`src/rtl/multiword_add_sequencer_pkg.sv`:
```
// Shared definitions for the word-serial long-operand adder/subtractor:
// sequencer state encodings and operation codes.
package multiword_add_sequencer_pkg;

  typedef enum logic {
    ST_FIRST = 1'b0,
    ST_NEXT  = 1'b1
  } state_e;

  localparam logic OP_ADD = 1'b0;
  localparam logic OP_SUB = 1'b1;

endpackage

```
`src/rtl/multiword_add_sequencer_csa.sv`:
```
// Carry-select adder: each BLOCK_SIZE slice precomputes its sum for both
// carry-in values, and the rippling block carry picks one of them.
module carry_select_adder #(
  parameter int WIDTH      = 8,
  parameter int BLOCK_SIZE = 4
) (
  input  logic [WIDTH-1:0] a,
  input  logic [WIDTH-1:0] b,
  input  logic             cin,
  output logic [WIDTH-1:0] sum,
  output logic             cout
);

  localparam int NUM_BLK = (WIDTH + BLOCK_SIZE - 1) / BLOCK_SIZE;

  logic [NUM_BLK:0] blk_c_s;

  assign blk_c_s[0] = cin;
  assign cout       = blk_c_s[NUM_BLK];

  for (genvar i = 0; i < NUM_BLK; i++) begin : g_blk
    localparam int LO = i * BLOCK_SIZE;
    localparam int BW = ((WIDTH - LO) < BLOCK_SIZE) ? (WIDTH - LO) : BLOCK_SIZE;

    logic [BW:0] r0_s;
    logic [BW:0] r1_s;

    // r1 cannot overflow: r0 is at most 2^(BW+1)-2.
    assign r0_s = {1'b0, a[LO +: BW]} + {1'b0, b[LO +: BW]};
    assign r1_s = r0_s + {{BW{1'b0}}, 1'b1};

    assign sum[LO +: BW] = blk_c_s[i] ? r1_s[BW-1:0] : r0_s[BW-1:0];
    assign blk_c_s[i+1]  = blk_c_s[i] ? r1_s[BW]     : r0_s[BW];
  end

endmodule

```
`src/rtl/multiword_add_sequencer.sv`:
```
// Word-serial long-operand adder/subtractor: LS word first, inter-word carry
// held locally, one registered result word per accepted input word.
module multiword_add_sequencer
  import multiword_add_sequencer_pkg::*;
#(
  parameter int WIDTH      = 8,
  parameter int BLOCK_SIZE = 4,
  parameter int CNT_W      = 8
) (
  input  logic             clk,
  input  logic             rst_n,
  input  logic             in_valid,
  output logic             in_ready,
  input  logic [WIDTH-1:0] in_a,
  input  logic [WIDTH-1:0] in_b,
  input  logic             in_sub,
  input  logic             in_last,
  output logic             out_valid,
  input  logic             out_ready,
  output logic [WIDTH-1:0] out_sum,
  output logic             out_last,
  output logic             out_carry,
  output logic [CNT_W-1:0] out_count
);

  localparam logic [CNT_W-1:0] CNT_ONE = {{(CNT_W-1){1'b0}}, 1'b1};
  localparam logic [CNT_W-1:0] CNT_MAX = {CNT_W{1'b1}};

  state_e           state_r;
  state_e           state_nxt_s;
  logic             carry_r;
  logic             sub_r;
  logic [CNT_W-1:0] cnt_r;
  logic [CNT_W-1:0] cnt_word_s;
  logic             accept_s;
  logic             sub_s;
  logic             cin_s;
  logic             cout_s;
  logic [WIDTH-1:0] b_eff_s;
  logic [WIDTH-1:0] sum_s;

  assign in_ready = !out_valid || out_ready;
  assign accept_s = in_valid && in_ready;

  // Operation select, adder carry-in, word count and next state.
  always_comb begin
    sub_s       = in_sub;
    cin_s       = in_sub;
    cnt_word_s  = CNT_ONE;
    state_nxt_s = state_r;
    case (state_r)
      ST_FIRST: begin
        sub_s      = in_sub;
        cin_s      = in_sub;
        cnt_word_s = CNT_ONE;
        if (accept_s && !in_last) begin
          state_nxt_s = ST_NEXT;
        end else begin
          state_nxt_s = ST_FIRST;
        end
      end
      ST_NEXT: begin
        sub_s = sub_r;
        cin_s = carry_r;
        if (cnt_r == CNT_MAX) begin
          cnt_word_s = cnt_r;
        end else begin
          cnt_word_s = cnt_r + CNT_ONE;
        end
        if (accept_s && in_last) begin
          state_nxt_s = ST_FIRST;
        end else begin
          state_nxt_s = ST_NEXT;
        end
      end
      default: begin
        state_nxt_s = ST_FIRST;
      end
    endcase
    if (sub_s == OP_SUB) begin
      b_eff_s = ~in_b;
    end else begin
      b_eff_s = in_b;
    end
  end

  carry_select_adder #(
    .WIDTH      (WIDTH),
    .BLOCK_SIZE (BLOCK_SIZE)
  ) u_adder (
    .a    (in_a),
    .b    (b_eff_s),
    .cin  (cin_s),
    .sum  (sum_s),
    .cout (cout_s)
  );

  // Sequencer state register.
  always_ff @(posedge clk or negedge rst_n) begin
    if (!rst_n) begin
      state_r <= ST_FIRST;
    end else begin
      state_r <= state_nxt_s;
    end
  end

  // Inter-word carry, operation, word counter and output register stage.
  always_ff @(posedge clk or negedge rst_n) begin
    if (!rst_n) begin
      carry_r   <= 1'b0;
      sub_r     <= 1'b0;
      cnt_r     <= {CNT_W{1'b0}};
      out_valid <= 1'b0;
      out_sum   <= {WIDTH{1'b0}};
      out_last  <= 1'b0;
      out_carry <= 1'b0;
      out_count <= {CNT_W{1'b0}};
    end else if (accept_s) begin
      carry_r   <= cout_s;
      sub_r     <= (state_r == ST_FIRST) ? in_sub : sub_r;
      out_valid <= 1'b1;
      out_sum   <= sum_s;
      out_last  <= in_last;
      if (in_last) begin
        // A subtract reports borrow, the inverse of the adder carry.
        out_carry <= sub_s ^ cout_s;
        out_count <= cnt_word_s;
        cnt_r     <= {CNT_W{1'b0}};
      end else begin
        out_carry <= 1'b0;
        out_count <= {CNT_W{1'b0}};
        cnt_r     <= cnt_word_s;
      end
    end else if (out_ready) begin
      out_valid <= 1'b0;
    end
  end

endmodule
```
`config.mk`:
```
export PLATFORM = sky130hd
export DESIGN_NAME = multiword_add_sequencer
export DESIGN_NICKNAME = d
export VERILOG_FILES = /design/src/rtl/multiword_add_sequencer_pkg.sv /design/src/rtl/multiword_add_sequencer_csa.sv /design/src/rtl/multiword_add_sequencer.sv
export SDC_FILE = /design/constraint.sdc
export NUM_CORES = 1
export LEC_CHECK = 0
export CELL_PAD_IN_SITES_DETAIL_PLACEMENT = 1
export CELL_PAD_IN_SITES_GLOBAL_PLACEMENT = 2
export CORE_MARGIN = 2
export CORE_UTILIZATION = 28
export CTS_CLUSTER_SIZE = 12
export DETAILED_ROUTE_END_ITERATION = 10
export PLACE_DENSITY = 0.88
export SYNTH_ARGS = -nofsm -noshare
export SYNTH_HDL_FRONTEND = slang
export SYNTH_HIERARCHICAL = 1
export SYNTH_SLANG_ARGS = --single-unit
```
`constraint.sdc`:
```
create_clock -name clk -period 3.05 [get_ports clk]
set_clock_uncertainty 0.1 [all_clocks]
set_input_delay 0.305 -clock clk [delete_from_list [all_inputs] [get_ports clk]]
set_output_delay 0.305 -clock clk [all_outputs]
set_load 0.01 [all_outputs]
```
# Yosys cells after proc, flatten, opt, wreduce, memory -nomap -nowiden

Index checks and enable logic that the tools add are counted.

Add/sub/neg operators: 5
Multiply operators: 0
Divide/modulo/power cells: 0
Order comparisons: 0
Equal/unequal tests: 1
Shift-type cells: 0
Muxes and demuxes: 17
Bitwise logic cells: 3
Reduce and logical (&&, ||, !) cells: 8

Operator list:

| cell                | count |
|---|---|
| $mux 8              | 4 |
| $pmux 8 s2          | 1 |
| $add 4x4->5         | 2 |
| $add 5x1->5 const B | 2 |
| $add 8x1->8 const B | 1 |
| $eq 8x8->1 const B  | 1 |
| $mux 4              | 2 |
| $not 8->8           | 1 |
| $mux 1              | 7 |
| $pmux 1 s2          | 3 |
| $logic_and 1x1->1   | 3 |
| $logic_not 1->1     | 2 |
| $reduce_and 2->1    | 1 |
| $reduce_bool 2->1   | 1 |
| $logic_or 1x1->1    | 1 |
| $not 1->1           | 1 |
| $xor 1x1->1         | 1 |

Bits in registers: 30
Bits in latches: 0
Bits in writable memories: 0
Memory bits (read-only): 0
Input bits: 22
Output and inout bits: 20
Word-level logic and storage cells: 43
Memories: 0

# Depth between registers and ports, before layout

Gate-level depths: netlist of run 1.

Depth in word-level cells: 9
Mapped depth: 13
Depth with buffers taken out: 12

# Hierarchy

The synthesis of run 1 kept the hierarchy.

Modules (own cells, without submodules):

| module                  | times used | cells an instance | area an instance (µm²) | seq. area each (µm²) |
|---|---|---|---|---|
| multiword_add_sequencer | 1          | 160               | 1507.7                 | 750.7 |
| carry_select_adder      | 1          | 57                | 521.8                  | 0.0 |

# Worst setup path after synthesis of run 1

OpenSTA, ideal clock, no wires.

Path kind: reg2reg
From: reg (tool-made name)
To: reg out_carry
Library setup time: 126 ps
Arrival: 3044 ps
Data required time: 2824 ps
Path slack: -220 ps
Stages on the path, launching flop included: 14
Path buffers: 1
Clock period less this slack: 3270 ps
Path through: dfrtp_1 > buf_4 > mux2i_4 > xnor2_1 > ha_1 > fa_1 > ha_1 > nand2_1 > a2111oi_2 > a221oi_2 > a211oi_1 > xnor2_1 > xor2_1 > o21ai_0

RTL lines:

| item                   | RTL line                       | source |
|---|---|---|
| end signal: assignment | multiword_add_sequencer.sv:126 | `out_carry <= sub_s ^ cout_s;` |
| end: declaration       | multiword_add_sequencer.sv:22  | `output logic out_carry,` |

# Final worst setup path of run 1

From: in in_sub
To: reg out_carry

Longest elaborated chain between the ends: 8
Elaborated cells on any way between the ends: 11
Classes of those cells: add/sub (4); mux (6); bitwise (1)

Ends and longest elaborated chain:

| item                  | RTL line                          | source |
|---|---|---|
| start: declaration    | multiword_add_sequencer.sv:16     | `input logic in_sub,` |
| $pmux 1 s2 *          | multiword_add_sequencer.sv:51     | `case (state_r)` |
| $mux 8 *              | multiword_add_sequencer.sv:80     | `if (sub_s == OP_SUB) begin` |
| named net b_eff_s[0]  | multiword_add_sequencer.sv:39     | `logic [WIDTH-1:0] b_eff_s;` |
| $add 4x4->5 *         | multiword_add_sequencer_csa.sv:29 | `assign r0_s = {1'b0, a[LO +: BW]} + {1'b0, b[LO +: BW]};` |
| $add 5x1->5           | multiword_add_sequencer_csa.sv:30 | `assign r1_s = r0_s + {{BW{1'b0}}, 1'b1};` |
| $mux 1 * (2 in a row) | multiword_add_sequencer_csa.sv:33 | `assign blk_c_s[i+1] = blk_c_s[i] ? r1_s[BW] : r0_s[BW];` |
| named net cout_s      | multiword_add_sequencer.sv:38     | `logic cout_s;` |
| $xor 1x1->1 *         | multiword_add_sequencer.sv:126    |  |
| $mux 1 *              | multiword_add_sequencer.sv:124    | `if (in_last) begin` |

The timed path passes the listed nets; every way through them passes the cells marked *.
A chain may end at the register's enable or synchronous reset.

==> results.tsv, run 1 <==
metric	value	unit
status	complete, no violations	
Reg2Reg Depth	12	
gp weighted congestion	0.762	
Skew-Pair Late Insertion Delay	0.28	ns
Reg clk slew, reported paths	0.06	ns
Crit. End Element	register	
GRT overflow	0	
Reg2Reg Capture Point	out_carry$_DFFE_PN0P_	
sw frac	36.4	%
pwr dens	689	nW/µm²
unrepaired setup endpoints after global routing	yes	
Core Box Area	7140	µm²
Arr. time, crit path	3.12	ns
vias after detailed routing	1759	
fin crit share	99.9	%
final hold vios	0	
via/cell ratio	4.64	
fraction of layout instances using a drive strength above 1	20.4	%
Cells after DPL	369	
global-route wire length before repair	9040	µm
relative slew slack	58.3	%
initial antenna violation count	0	
fin. max-slew vios	0	
min-delay worst type	in2async	
total power after layout	1.97	mW
syn avg cell area	9.35	µm²
crit start category	primary input	
DIE HEIGHT	89.1	µm
Highest Clock Rate	0.328	GHz
Die ar.	7950	µm²
P_leak	1.27	nW
CP startpoint	in_sub	
R2R Setup Slk	0.01	ns
starting density of the core	28.4	%
fill count	848	
number of antenna-violating nets in the routed design	0	
maximum vdd drop	316	µV
GR Util All Layers	14.6	%
clk root buf	clkbuf_8	
Seq pwr share	27.9	%
Setup crit end	out_carry$_DFFE_PN0P_	
sequential share of the synthesized area	37.0	%
Post-Synthesis Cells	217	
FP Rows	31	
total CTS buffers	5	
minimum clock period	3.05	ns
wire length per cell	13.9	µm
H-tree depth	2	
CTS max path bufs	2	
Top-Level Pins	42	
final wirelength	5270	µm
mapped cell area	2030	µm²
critical path type	in2reg	
Final nets	314	
critical path fanouts, max	3	
Cell Int Power	1.25	mW
# setup viols final	0	
remaining routing DRC violations	0	
diode count	0	
FF+latch count, synth	30	
CTS sink cnt	30	
DRT Pass-1 Iters	4	
CP required	3.12	ns
largest net degree at the start of global routing	31	
Post-Syn Nets	252	
power share of the combinational group	55.3	%
NetSw	0.717	mW
final cell count without fillers	379	
Port Buffers	41	
dpl hpwl	4090	µm
vias in the first global route	1884	
Layout area overhead	40.7	%
TritonCTS clock tree	done	
max_cap viols	0	
width of the die	89.1	µm
Yosys cell types	50	
clock share of power	16.7	%
Worst-Margin Slew	0.626	ns
initial drt markers	32	
synth warn	6	
==> area by class of cell <==
| class | instances | area [µm²] | share of cell area (%) |
|---|---|---|---|
| inverter | 1 | 3.75 | 0.131 |
| sequential | 30 | 751 | 26.3 |
| tap | 99 | 124 | 4.34 |
| clock buffer | 7 | 86.3 | 3.02 |
| clock inverter | 1 | 5.00 | 0.175 |
| multi-input combinational | 177 | 1290 | 45.4 |
| timing repair buffer | 64 | 591 | 20.7 |
==> synth_stat cells (all sizes together) <==
cell type | n | area share [%]
a2111oi | 1 | 0.74
a211oi | 3 | 1.4
a21boi | 1 | 0.37
a21o | 6 | 2.3
a21oi | 10 | 2.5
a221oi | 1 | 0.74
a22o | 2 | 0.99
a31oi | 2 | 0.92
and2 | 2 | 0.62
and2b | 2 | 0.80
and3 | 4 | 1.4
and4b | 1 | 0.49
buf | 8 | 2.5
clkbuf | 1 | 0.18
dfrtp | 30 | 37
fa | 2 | 2.0
ha | 11 | 6.8
inv | 1 | 0.18
mux2 | 4 | 2.4
mux2i | 5 | 3.1
nand2 | 48 | 9.0
nand2b | 3 | 0.92
nand3 | 11 | 3.0
nand4 | 3 | 1.2
nor2 | 11 | 2.0
nor4 | 1 | 0.31
o2111ai | 1 | 0.43
o211ai | 1 | 0.37
o21ai | 12 | 3.0
o2bb2ai | 1 | 0.43
o31ai | 1 | 0.37
or2 | 1 | 0.31
or2b | 1 | 0.37
or3 | 1 | 0.31
xnor2 | 16 | 6.9
xor2 | 8 | 3.8
==> flip-flops by register name (all words and copies together) (netlist names), named ones only <==
register	flops
out_carry	1
out_last	1
carry_r	1
cnt_r	8
sub_r	1
out_count	8
out_sum	8
out_valid	1
==> worst max-delay path: stages <==
cell,delay [ns]
clkdlybuf4s50_1,0.47
mux2i_4,0.23
xnor2_1,0.11
ha_2,0.20
fa_2,0.57
ha_4,0.17
nand2_4,0.07
a2111oi_4,0.25
a221oi_4,0.07
a211oi_2,0.24
xnor2_1,0.18
xor2_1,0.17
o21ai_1,0.07
==> worst min-delay path by stage <==
stage / endpoint / cells after the start
after floorplan: async pin / 0
after global placement: out_sum[0]$_DFFE_PN0P_ / 2
after detailed placement: out_count[3]$_DFFE_PN0P_ / 2
after CTS: out_sum[4]$_DFFE_PN0P_ / 2
after global routing: out_count[2]$_DFFE_PN0P_ / 2
final: out_count[5]$_DFFE_PN0P_ / 2
==> power groups by stage <==
stage	clock (mW)	sequential (mW)	combinational, mW
3_3_place_gp	0	0.553	1.04
2_1_floorplan	0	0.568	0.628
5_1_grt	0.362	0.562	1.21
3_5_place_dp	0	0.557	1.08
4_1_cts	0.345	0.552	1.09
6_report	0.329	0.549	1.09
==> through the flow <==
step	setup WS (ns)	hold slack (ns)	cell area, µm²	TNS (ns)	utilization [%]
after floorplan	-0.0846	-0.0906	2100	-0.101	-
after CTS	0.000312	0.336	2840	0	39.7
final	0.00325	0.325	2860	0	40.0
after global placement	-0.233	0.360	2730	-1.05	38.3
after global routing	-0.158	0.347	2860	-0.540	40.0
after detailed placement	-0.313	0.370	2730	-1.58	38.3
==> placed cells by master (no fill, tap or decap), types with 2 or more instances in the layout <==
cell	instances
a211oi_2	2
a21o_1	5
a21oi_1	10
a22o_2	2
and2_1	2
and3_1	2
and3_2	2
buf_4	21
buf_6	2
clkbuf_8	6
clkdlybuf4s50_1	41
dfrtp_1	30
ha_1	9
mux2_2	3
mux2i_1	4
nand2_1	46
nand2b_1	3
nand3_1	10
nand4_1	2
nor2_1	11
o21ai_0	10
o21ai_1	2
xnor2_1	14
xnor2_2	2
xor2_1	7
==> cell families (layout without fill, tap and decap cells) <==
group,after synthesis,in the layout,synth area share [%]
AND/OR/NAND/NOR,89,89,20.7
AO/OA/AOI/OAI,42,42,14.4
flip-flops,30,30,37.0
XOR/XNOR,24,24,10.7
adder cells (fa/ha/maj),13,13,8.75
buffers and inverters,10,73,2.90
multiplexers,9,9,5.49
==> metal layers <==
metal  vias up  share of wire, %  global-route usage (%)
li1        877                 -                       -
met4         0              0.40                    3.66
met5         -                 0                       0
met2        30                53                    26.1
met1       850                44                    17.8
met3         2               2.9                    3.23
==> timing repair <==
| item | in CTS | in global routing |
|---|---|---|
| endpoints found under the hold margin | 0 | 0 |
| cloned | 0 | 0 |
| setup endpoints to repair | 3 | 6 |
| setup buffers | 1 | 1 |
| resized for setup | 2 | 2 |
| pin swaps | 1 | 1 |
| hold buffers | 0 | 0 |
Note: power is estimated with default switching activity, not from simulation.
==> run 2: changes to the inputs <==
--- a/config.mk
+++ b/config.mk
@@ -5,6 +5,7 @@
 export SDC_FILE = /design/constraint.sdc
 export NUM_CORES = 1
 export LEC_CHECK = 0
+export CAP_MARGIN = 25
 export CELL_PAD_IN_SITES_DETAIL_PLACEMENT = 1
 export CELL_PAD_IN_SITES_GLOBAL_PLACEMENT = 2
 export CORE_MARGIN = 2
==> results of run 2 <==
The final DEF is identical to that of run 1; final timing and power are the same.
